**src/rtl/uart_pkg.sv**
```systemverilog
// uart_pkg: shared definitions for the UART transmit framer and receive path.
//   - tx_state_e : transmit framer state encoding
//   - line level constants (start, stop, idle)
//   - parity type encoding (shared with the receiver's parity check)
package uart_pkg;

  typedef enum logic [2:0] {
    IDLE   = 3'd0,
    START  = 3'd1,
    DATA   = 3'd2,
    PARITY = 3'd3,
    STOP   = 3'd4
  } tx_state_e;

  localparam logic START_BIT  = 1'b0;
  localparam logic STOP_BIT   = 1'b1;
  localparam logic IDLE_LEVEL = 1'b1;

  localparam logic PAR_EVEN = 1'b0;
  localparam logic PAR_ODD  = 1'b1;

endpackage

```
**src/rtl/uart_tx_frame_if.sv**
```systemverilog
// uart_tx_frame_if: parallel request side and serial output of the UART framer.
//   p_data/data_valid/par_en/par_typ : request from upstream (master -> slave)
//   tx_out/busy                      : registered serial line and frame-active flag
interface uart_tx_frame_if #(
  parameter int frame_data = 8
) ();
  logic [frame_data-1:0] p_data;
  logic                  data_valid;
  logic                  par_en;
  logic                  par_typ;
  logic                  tx_out;
  logic                  busy;

  modport master (output p_data, data_valid, par_en, par_typ, input tx_out, busy);
  modport slave  (input p_data, data_valid, par_en, par_typ, output tx_out, busy);
endinterface

```
**src/rtl/uart_parity_calc.sv**
```systemverilog
// uart_parity_calc: combinational parity bit generator, shared with the receive path.
//   i_data    : data word
//   i_par_typ : PAR_EVEN / PAR_ODD
//   o_par     : parity bit that makes the total count of ones even/odd
module uart_parity_calc
  import uart_pkg::*;
#(
  parameter int frame_data = 8
) (
  input  logic [frame_data-1:0] i_data,
  input  logic                  i_par_typ,
  output logic                  o_par
);
  logic w_xor;
  assign w_xor = ^i_data;
  assign o_par = (i_par_typ == PAR_ODD) ? ~w_xor : w_xor;
endmodule

```
**src/rtl/uart_tx_frame.sv**
```systemverilog
// uart_tx_frame: UART transmit framer, one serial bit per clk cycle.
//   clk : transmit baud clock
//   rst : asynchronous active-low reset
//   bus : slave side of uart_tx_frame_if (request in, tx_out/busy out)
// Frame: start, frame_data bits LSB first, optional parity, stop.
// Outputs come straight from flops; requests while busy are dropped.
module uart_tx_frame
  import uart_pkg::*;
#(
  parameter int frame_data = 8,
  parameter int bit_cnt_w  = 4
) (
  input  logic            clk,
  input  logic            rst,
  uart_tx_frame_if.slave  bus
);
  localparam logic [bit_cnt_w-1:0] LAST_BIT = bit_cnt_w'(frame_data - 1);

  tx_state_e             r_state,    w_state_nx;
  logic                  r_tx,       w_tx_nx;
  logic                  r_busy,     w_busy_nx;
  logic [bit_cnt_w-1:0]  r_cnt,      w_cnt_nx;
  logic [frame_data-1:0] r_data,     w_data_nx;
  logic [frame_data-1:0] r_shift,    w_shift_nx;
  logic                  r_par_en,   w_par_en_nx;
  logic                  r_par_typ,  w_par_typ_nx;
  logic                  w_par;

  // Parity taken from the latched word, so mid-frame input changes cannot leak in.
  uart_parity_calc #(.frame_data(frame_data)) u_par (
    .i_data    (r_data),
    .i_par_typ (r_par_typ),
    .o_par     (w_par)
  );

  always_ff @(posedge clk or negedge rst) begin
    if (!rst) begin
      r_state   <= IDLE;
      r_tx      <= IDLE_LEVEL;
      r_busy    <= 1'b0;
      r_cnt     <= '0;
      r_data    <= '0;
      r_shift   <= '0;
      r_par_en  <= 1'b0;
      r_par_typ <= 1'b0;
    end else begin
      r_state   <= w_state_nx;
      r_tx      <= w_tx_nx;
      r_busy    <= w_busy_nx;
      r_cnt     <= w_cnt_nx;
      r_data    <= w_data_nx;
      r_shift   <= w_shift_nx;
      r_par_en  <= w_par_en_nx;
      r_par_typ <= w_par_typ_nx;
    end
  end

  // Next-state and next-output logic; tx/busy are computed one edge ahead
  // so the flops present the bit for the state being entered.
  always_comb begin
    w_state_nx   = r_state;
    w_tx_nx      = r_tx;
    w_busy_nx    = r_busy;
    w_cnt_nx     = r_cnt;
    w_data_nx    = r_data;
    w_shift_nx   = r_shift;
    w_par_en_nx  = r_par_en;
    w_par_typ_nx = r_par_typ;
    case (r_state)
      IDLE: begin
        w_tx_nx   = IDLE_LEVEL;
        w_busy_nx = 1'b0;
        if (bus.data_valid) begin
          w_data_nx    = bus.p_data;
          w_shift_nx   = bus.p_data;
          w_par_en_nx  = bus.par_en;
          w_par_typ_nx = bus.par_typ;
          w_state_nx   = START;
          w_tx_nx      = START_BIT;
          w_busy_nx    = 1'b1;
        end
      end
      START: begin
        w_state_nx = DATA;
        w_tx_nx    = r_shift[0];
        w_shift_nx = {1'b0, r_shift[frame_data-1:1]};
        w_cnt_nx   = '0;
      end
      DATA: begin
        if (r_cnt == LAST_BIT) begin
          if (r_par_en) begin
            w_state_nx = PARITY;
            w_tx_nx    = w_par;
          end else begin
            w_state_nx = STOP;
            w_tx_nx    = STOP_BIT;
          end
        end else begin
          w_cnt_nx   = r_cnt + bit_cnt_w'(1);
          w_tx_nx    = r_shift[0];
          w_shift_nx = {1'b0, r_shift[frame_data-1:1]};
        end
      end
      PARITY: begin
        w_state_nx = STOP;
        w_tx_nx    = STOP_BIT;
      end
      STOP: begin
        w_state_nx = IDLE;
        w_tx_nx    = IDLE_LEVEL;
        w_busy_nx  = 1'b0;
      end
      default: begin
        w_state_nx = IDLE;
        w_tx_nx    = IDLE_LEVEL;
        w_busy_nx  = 1'b0;
      end
    endcase
  end

  assign bus.tx_out = r_tx;
  assign bus.busy   = r_busy;
endmodule

```
**src/flat_wrapper.sv**
```systemverilog
// flat-port wrapper written by rule: the top's interface ports become plain ports
module uart_tx_frame_flat import uart_pkg::*;
#(
  parameter int frame_data = 8,
  parameter int bit_cnt_w  = 4
)
  (clk, rst, bus_p_data, bus_data_valid, bus_par_en, bus_par_typ, bus_tx_out, bus_busy);
  uart_tx_frame_if #(.frame_data(frame_data)) bus_i ();
  input  logic clk;
  input  logic rst;
  input wire logic [$bits(bus_i.p_data)-1:0] bus_p_data;
  input wire logic [$bits(bus_i.data_valid)-1:0] bus_data_valid;
  input wire logic [$bits(bus_i.par_en)-1:0] bus_par_en;
  input wire logic [$bits(bus_i.par_typ)-1:0] bus_par_typ;
  output wire logic [$bits(bus_i.tx_out)-1:0] bus_tx_out;
  output wire logic [$bits(bus_i.busy)-1:0] bus_busy;
  assign bus_i.p_data = bus_p_data;
  assign bus_i.data_valid = bus_data_valid;
  assign bus_i.par_en = bus_par_en;
  assign bus_i.par_typ = bus_par_typ;
  assign bus_tx_out = bus_i.tx_out;
  assign bus_busy = bus_i.busy;
  uart_tx_frame #(.frame_data(frame_data), .bit_cnt_w(bit_cnt_w)) u_core (.clk(clk), .rst(rst), .bus(bus_i));
endmodule
```
**config.mk**
```make
export PLATFORM = sky130hd
export DESIGN_NAME = uart_tx_frame_flat
export DESIGN_NICKNAME = d
export VERILOG_FILES = /design/src/rtl/uart_pkg.sv /design/src/rtl/uart_tx_frame_if.sv /design/src/rtl/uart_parity_calc.sv /design/src/rtl/uart_tx_frame.sv /design/src/flat_wrapper.sv
export SDC_FILE = /design/constraint.sdc
export NUM_CORES = 1
export LEC_CHECK = 0
export CORE_MARGIN = 1
export CORE_UTILIZATION = 25
export CTS_CLUSTER_DIAMETER = 150
export DETAILED_ROUTE_END_ITERATION = 10
export GPL_ROUTABILITY_DRIVEN = 0
export GPL_TIMING_DRIVEN = 0
export REMOVE_ABC_BUFFERS = 1
export SYNTH_ARGS = -nofsm -noshare
export SYNTH_HDL_FRONTEND = slang
export SYNTH_SLANG_ARGS = --single-unit
export TNS_END_PERCENT = 10
```
**constraint.sdc**
```tcl
create_clock -name clk -period 2.2 [get_ports clk]
set_clock_uncertainty 0.2 [all_clocks]
set_input_delay 0.44 -clock clk [delete_from_list [all_inputs] [get_ports clk]]
set_output_delay 0.44 -clock clk [all_outputs]
set_load 0.02 [all_outputs]
```
# Word level (Yosys, flattened, before mapping)
# Index checks and enable logic that the tools add are counted.
[op_classes]
reduce_logical = 9
n_eq_ne = 7
mux = 16
n_bitwise = 1
n_addsub = 1
[op_table]
columns = ["op", "count"]
rows = [
  ["$pmux 8 s3", 1],
  ["$mux 8", 2],
  ["$pmux 3 s4", 1],
  ["$mux 3", 3],
  ["$pmux 4 s2", 1],
  ["$reduce_xor 8->1", 1],
  ["$eq 3x2->1 const B", 2],
  ["$reduce_and 2->1", 3],
  ["$mux 1", 5],
  ["$add 4x1->4 const B", 1],
  ["$eq 4x3->1 const B", 1],
  ["$mux 4", 1],
  ["$ne 2x2->1 const B", 2],
  ["$eq 3x1->1 const B", 1],
  ["$logic_not 3->1", 1],
  ["$pmux 1 s3", 1],
  ["$reduce_and 3->1", 1],
  ["$reduce_bool 3->1", 1],
  ["$reduce_or 3->1", 1],
  ["$ne 2x1->1 const B", 1],
  ["$pmux 1 s2", 1],
  ["$reduce_bool 2->1", 1],
  ["$not 1->1", 1],
]
[totals]
elab_cells = 42
register_bits = 27
inputBits = 13
output_inout_bits = 2

# Depth between registers and ports, before layout
[depth]
word_depth = 6
mapped_depth = 7
depth_no_buf = 6

# Modules after synthesis
# From an unflattened synthesis, not the netlist that was laid out.
[hier_totals]
cells_unflattened = 113
hier_area_um2 = 1358.8
[modules_own_cells]
columns = ["mod", "n_inst", "area_per_inst_um2", "seq_area_each_um2", "cells_each"]
rows = [
  ["uart_tx_frame", 1, 1276.2, 676.9, 106],
  ["uart_parity_calc", 1, 82.6, 0.0, 7],
]

# Worst setup path after synthesis
# Ideal clock, no wire load.
[synth_timing]
path_type = "register to register"
start = "register u_core.r_state[2]"
end = "register u_core.r_data[2]"
setup_time_ps = 125
arrival_ps = 1417
required_ps = 1875
path_buffers = 2
stages_incl_launch_ff = 5
setup_slack_ps = 458
period_less_slack_ps = 1742
path_cell_list = "dfrtp_1 buf_2 nor4b_4 buf_2 mux2_2"
[synth_between]
elab_chain_len = 2
[synth_lines]
columns = ["item", "line", "source"]
rows = [
  ["start, declared", "uart_tx_frame.sv:19", "tx_state_e r_state, w_state_nx;"],
  ["start signal, assigned", "uart_tx_frame.sv:47", "r_state <= w_state_nx;"],
  ["$logic_not 3->1", "uart_tx_frame.sv:69", "case (r_state)"],
  ["$reduce_and 2->1 (no source line)", "--", ""],
  ["end signal, assigned", "uart_tx_frame.sv:51", "r_data <= w_data_nx;"],
  ["end, declared", "uart_tx_frame.sv:23", "logic [frame_data-1:0] r_data, w_data_nx;"],
]
# No other way between the ends.
# A chain may end at the register's enable or synchronous reset.

# Final worst setup path
[layout_timing]
start = "register u_core.r_tx (netlist: u_core.bus.tx_out)"
end = "output bus_tx_out"
[layout_rtl]
columns = ["item", "line", "source"]
rows = [
  ["start, declared", "uart_tx_frame.sv:20", "logic r_tx, w_tx_nx;"],
  ["start signal, assigned", "uart_tx_frame.sv:48", "r_tx <= w_tx_nx;"],
  ["end, declared", "flat_wrapper.sv:15", "output wire logic [$bits(bus_i.tx_out)-1:0] bus_tx_out;"],
]
# No word-level cell between the ends.

==> impl_metrics.csv <==
group,metric,value,unit
power_and_ir_drop,ir_drop,0.431,mV
synthesis,synth_seq_cells,27,
clock_tree,clk_latency,0.28,ns
die,fp.coreArea,5070,µm²
placed_design,dp_hpwl,1720,µm
clock_tree,htreeDepth,1,
finish,nets,142,
global_route,grt_pass1_vias,923,
clock_tree,cts_tree,"built",
synthesis,ys_top_cells_by_count,"dfrtp_1 (26), nand2_1 (15), mux2_2 (9), mux2i_1 (9), o21ai_1 (7)",
sta,slew_headroom,0.211,
global_route,grtUsageMet1,0.119,
worst_setup_path,r2r_end,"u_core.r_data[1]$_DFFE_PN0P_",
worst_setup_path,rr_worst_depth,3,
global_route,met2_usage,0.178,
route,dr.pass1.iters,4,
global_route,grt_busiest_layer,"met2",
worst_setup_path,worstPathMaxFanout,1,
power_and_ir_drop,power_density,1570,nW/µm²
worst_setup_path,worstSetupEndpoint,"bus_tx_out",
outcome,status,"complete, no violations",
worst_setup_path,critical_path.top_delay_family,"buffers and inverters",
clock_tree,numCtsBuffers,3,
global_route,grt_util_met3,0.0298,
die,io_pins,15,
worst_setup_path,crit_slowest_cell,"clkdlybuf4s50_1",
die,placementRows,26,
route,wire_per_inst,12.4,µm
sta,tns,0,ns
die,start_util,0.259,
clock_tree,clk_pin_slew,0.09,ns
synthesis,yosysTopAreaCellShare,0.495,
synthesis,syn_inst,112,
sta,holdWs,0.292,ns
route,routed_wl,2440,µm
job,drv_cap,0,
clock_tree,cts_max_path_buffers,2,
power_and_ir_drop,p_leak,0.667,nW
worst_setup_path,arrival,1.40,ns
worst_setup_path,crit_type,"reg2out",
worst_setup_path,regToRegSetupSlack,0.25,ns
sta,setup_violations,0,
global_route,grt_max_degree,28,
sta,rsz0062_at_grt,"no",
clock_tree,cts_sinks,27,
synthesis,avgSynthCellArea,11.7,µm²
finish,antenna_cells,0,
worst_setup_path,path_depth,1,
placed_design,port_buffers,14,
synthesis,synthDistinctLibCells,32,
global_route,grt_pass1_wl,4200,µm
worst_hold_path,worstHoldPathCells,2,
global_route,gr-total-overflow,0,
synthesis,synth_top_area_cell,"dfrtp_1",
die,dieArea,5550,µm²
route,vias,863,
synthesis,synth-edff-count,0,
sta,final.period_utilization,0.928,
worst_setup_path,critical_path.startpoint_type,"flip-flop",
sta,clock.fmax,0.490,GHz
route,detail_route.vias_per_cell,4.38,
placed_design,dp_cells,191,
worst_hold_path,min_path_type,"reg2reg",
synthesis,ys_top_cells_by_area,"dfrtp_1 (49%), mux2_2 (7.7%), mux2i_1 (6.9%), nand2_1 (4.3%), o21ai_1 (2.7%)",
clock_tree,cts_root_buf,"clkbuf_8",
worst_setup_path,critPathMaxStageDelay,0.60,ns
worst_setup_path,worstReg2RegStart,"u_core.r_state[2]$_DFFE_PN0P_",
synthesis,synth_most_common_cell,"dfrtp_1",
finish,fin_util,0.313,
synthesis,async_reset_ff_frac,1.00,
worst_setup_path,cp_num_buf_inv,1,
global_route,antenna_found_initial,0,
placed_design,pre_cts_slack,-0.480,ns
route,drc,0,
synthesis,yosysWarnings,0,
die,dieWidth,74.5,µm
finish,fin_cells,197,
worst_hold_path,hp-start,"u_core.r_shift[3]$_DFFE_PN0P_",
sta,drv_slew,0,
worst_setup_path,critPathRequiredTime,1.56,ns
worst_setup_path,cp-startpoint,"u_core.bus.tx_out$_DFF_PN1_",
sta,finalWorstSetupSlack,0.159,ns
finish,area_growth,20.6,%
synthesis,synth-main-ff-cell,"dfrtp_1",
route,drtIter0Drc,35,
global_route,grtUsageTotal,0.101,
synthesis,ys_seq_area_frac,0.515,
worst_setup_path,crit_chain,"clkdlybuf4s50_1",
sta,post-route-min-period,2.04,ns
sta,worstMarginPinSlew,1.18,ns
die,die_y,74.5,µm
finish,drive_above_1_share,0.157,
route,ant_nets,0,
synthesis,syn_area,1320,µm²
worst_setup_path,endpoint_kind,"primary output",
sta,finalHoldViolations,0,
worst min-delay path, stage by stage, from the launching register on:
cell,delay [ns]
dfrtp_1,0.35
nand2_1,0.05
o21ai_1,0.06
registers in the layout (all words and copies together), names as in the netlist:
name / flops
u_core.bus.busy: 1
u_core.r_cnt: 4
u_core.r_par_typ: 1
u_core.r_par_en: 1
u_core.r_state: 3
u_core.r_shift: 8
u_core.r_data: 8
u_core.bus.tx_out: 1
kinds of logic after synthesis:
logic type | count (synthesis) | share of synthesized area
xor+xnor | 10 | 0.0828
fa+ha+maj | 1 | 0.00951
mux | 18 | 0.146
flops | 27 | 0.515
simple gates | 30 | 0.133
buf+inv | 6 | 0.0238
compound gates | 20 | 0.0904
how the worst min path moves through the flow:
stage / endpoint / slack [ns]
global route: u_core.r_shift[7]$_DFFE_PN0P_ / 0.32
floorplan: u_core.bus.busy$_DFFE_PN0N_ / -0.06
global placement: u_core.r_shift[7]$_DFFE_PN0P_ / 0.26
CTS: u_core.r_shift[7]$_DFFE_PN0P_ / 0.30
finish: u_core.r_shift[3]$_DFFE_PN0P_ / 0.29
detailed placement: u_core.r_shift[7]$_DFFE_PN0P_ / 0.27
through the flow:
step	instance area, µm²	power, mW
6_report	1590	2.49
5_1_grt	1590	2.72
3_3_place_gp	1520	2.12
4_1_cts	1580	2.50
2_1_floorplan	1290	1.89
3_5_place_dp	1520	2.19
where the power goes:
part | switching (mW) | total [mW] | internal (mW)
Clock | 0.161 | 0.290 | 0.129
Sequential | 0.225 | 0.968 | 0.743
Combinational | 0.575 | 1.23 | 0.652
placed cells by master, fill, tap and decap left out:
cell type        count
o21ai_0              5
mux2_2               9
inv_1                1
buf_4                2
a21o_1               1
a211o_1              1
dfrtp_1             26
xnor2_1              4
o211ai_1             1
nand3b_1             1
nor2_1               4
xnor2_2              1
xor2_1               4
nand4b_1             1
nand4_1              1
mux2i_1              9
o21ai_1              7
a21oi_1              3
nor2_8               1
dfstp_2              1
nor4b_4              1
nor4_1               1
nor2b_1              1
nor4b_1              1
clkbuf_8             3
clkdlybuf4s50_1     14
xnor3_1              1
a211oi_1             1
ha_1                 1
o22ai_4              1
nand3_1              2
and3_1               1
nand2_1             15
clkinvlp_4           1
area by class of cell:
type | instances | area [µm²]
tap | 70 | 87.6
multi-input combinational | 79 | 614
timing repair buffer | 16 | 155
clock buffer | 3 | 41.3
sequential | 27 | 677
inverter | 1 | 3.75
fill | 538 | 3490
clock inverter | 1 | 7.51
layer usage:
layer,part of all wire,vias up
li1,-,421
met1,0.46,424
met2,0.49,13
met3,0.036,5
met4,0.015,0
met5,0,-
timing repair:
item | 4_1_cts | 5_1_grt
pin swaps | 1 | 0
resized for setup | 0 | 1
hold buffers | 0 | 0
setup buffers | 2 | 0
endpoints found under the setup margin | 8 | 7
Power figures use the tool's default switching activity.
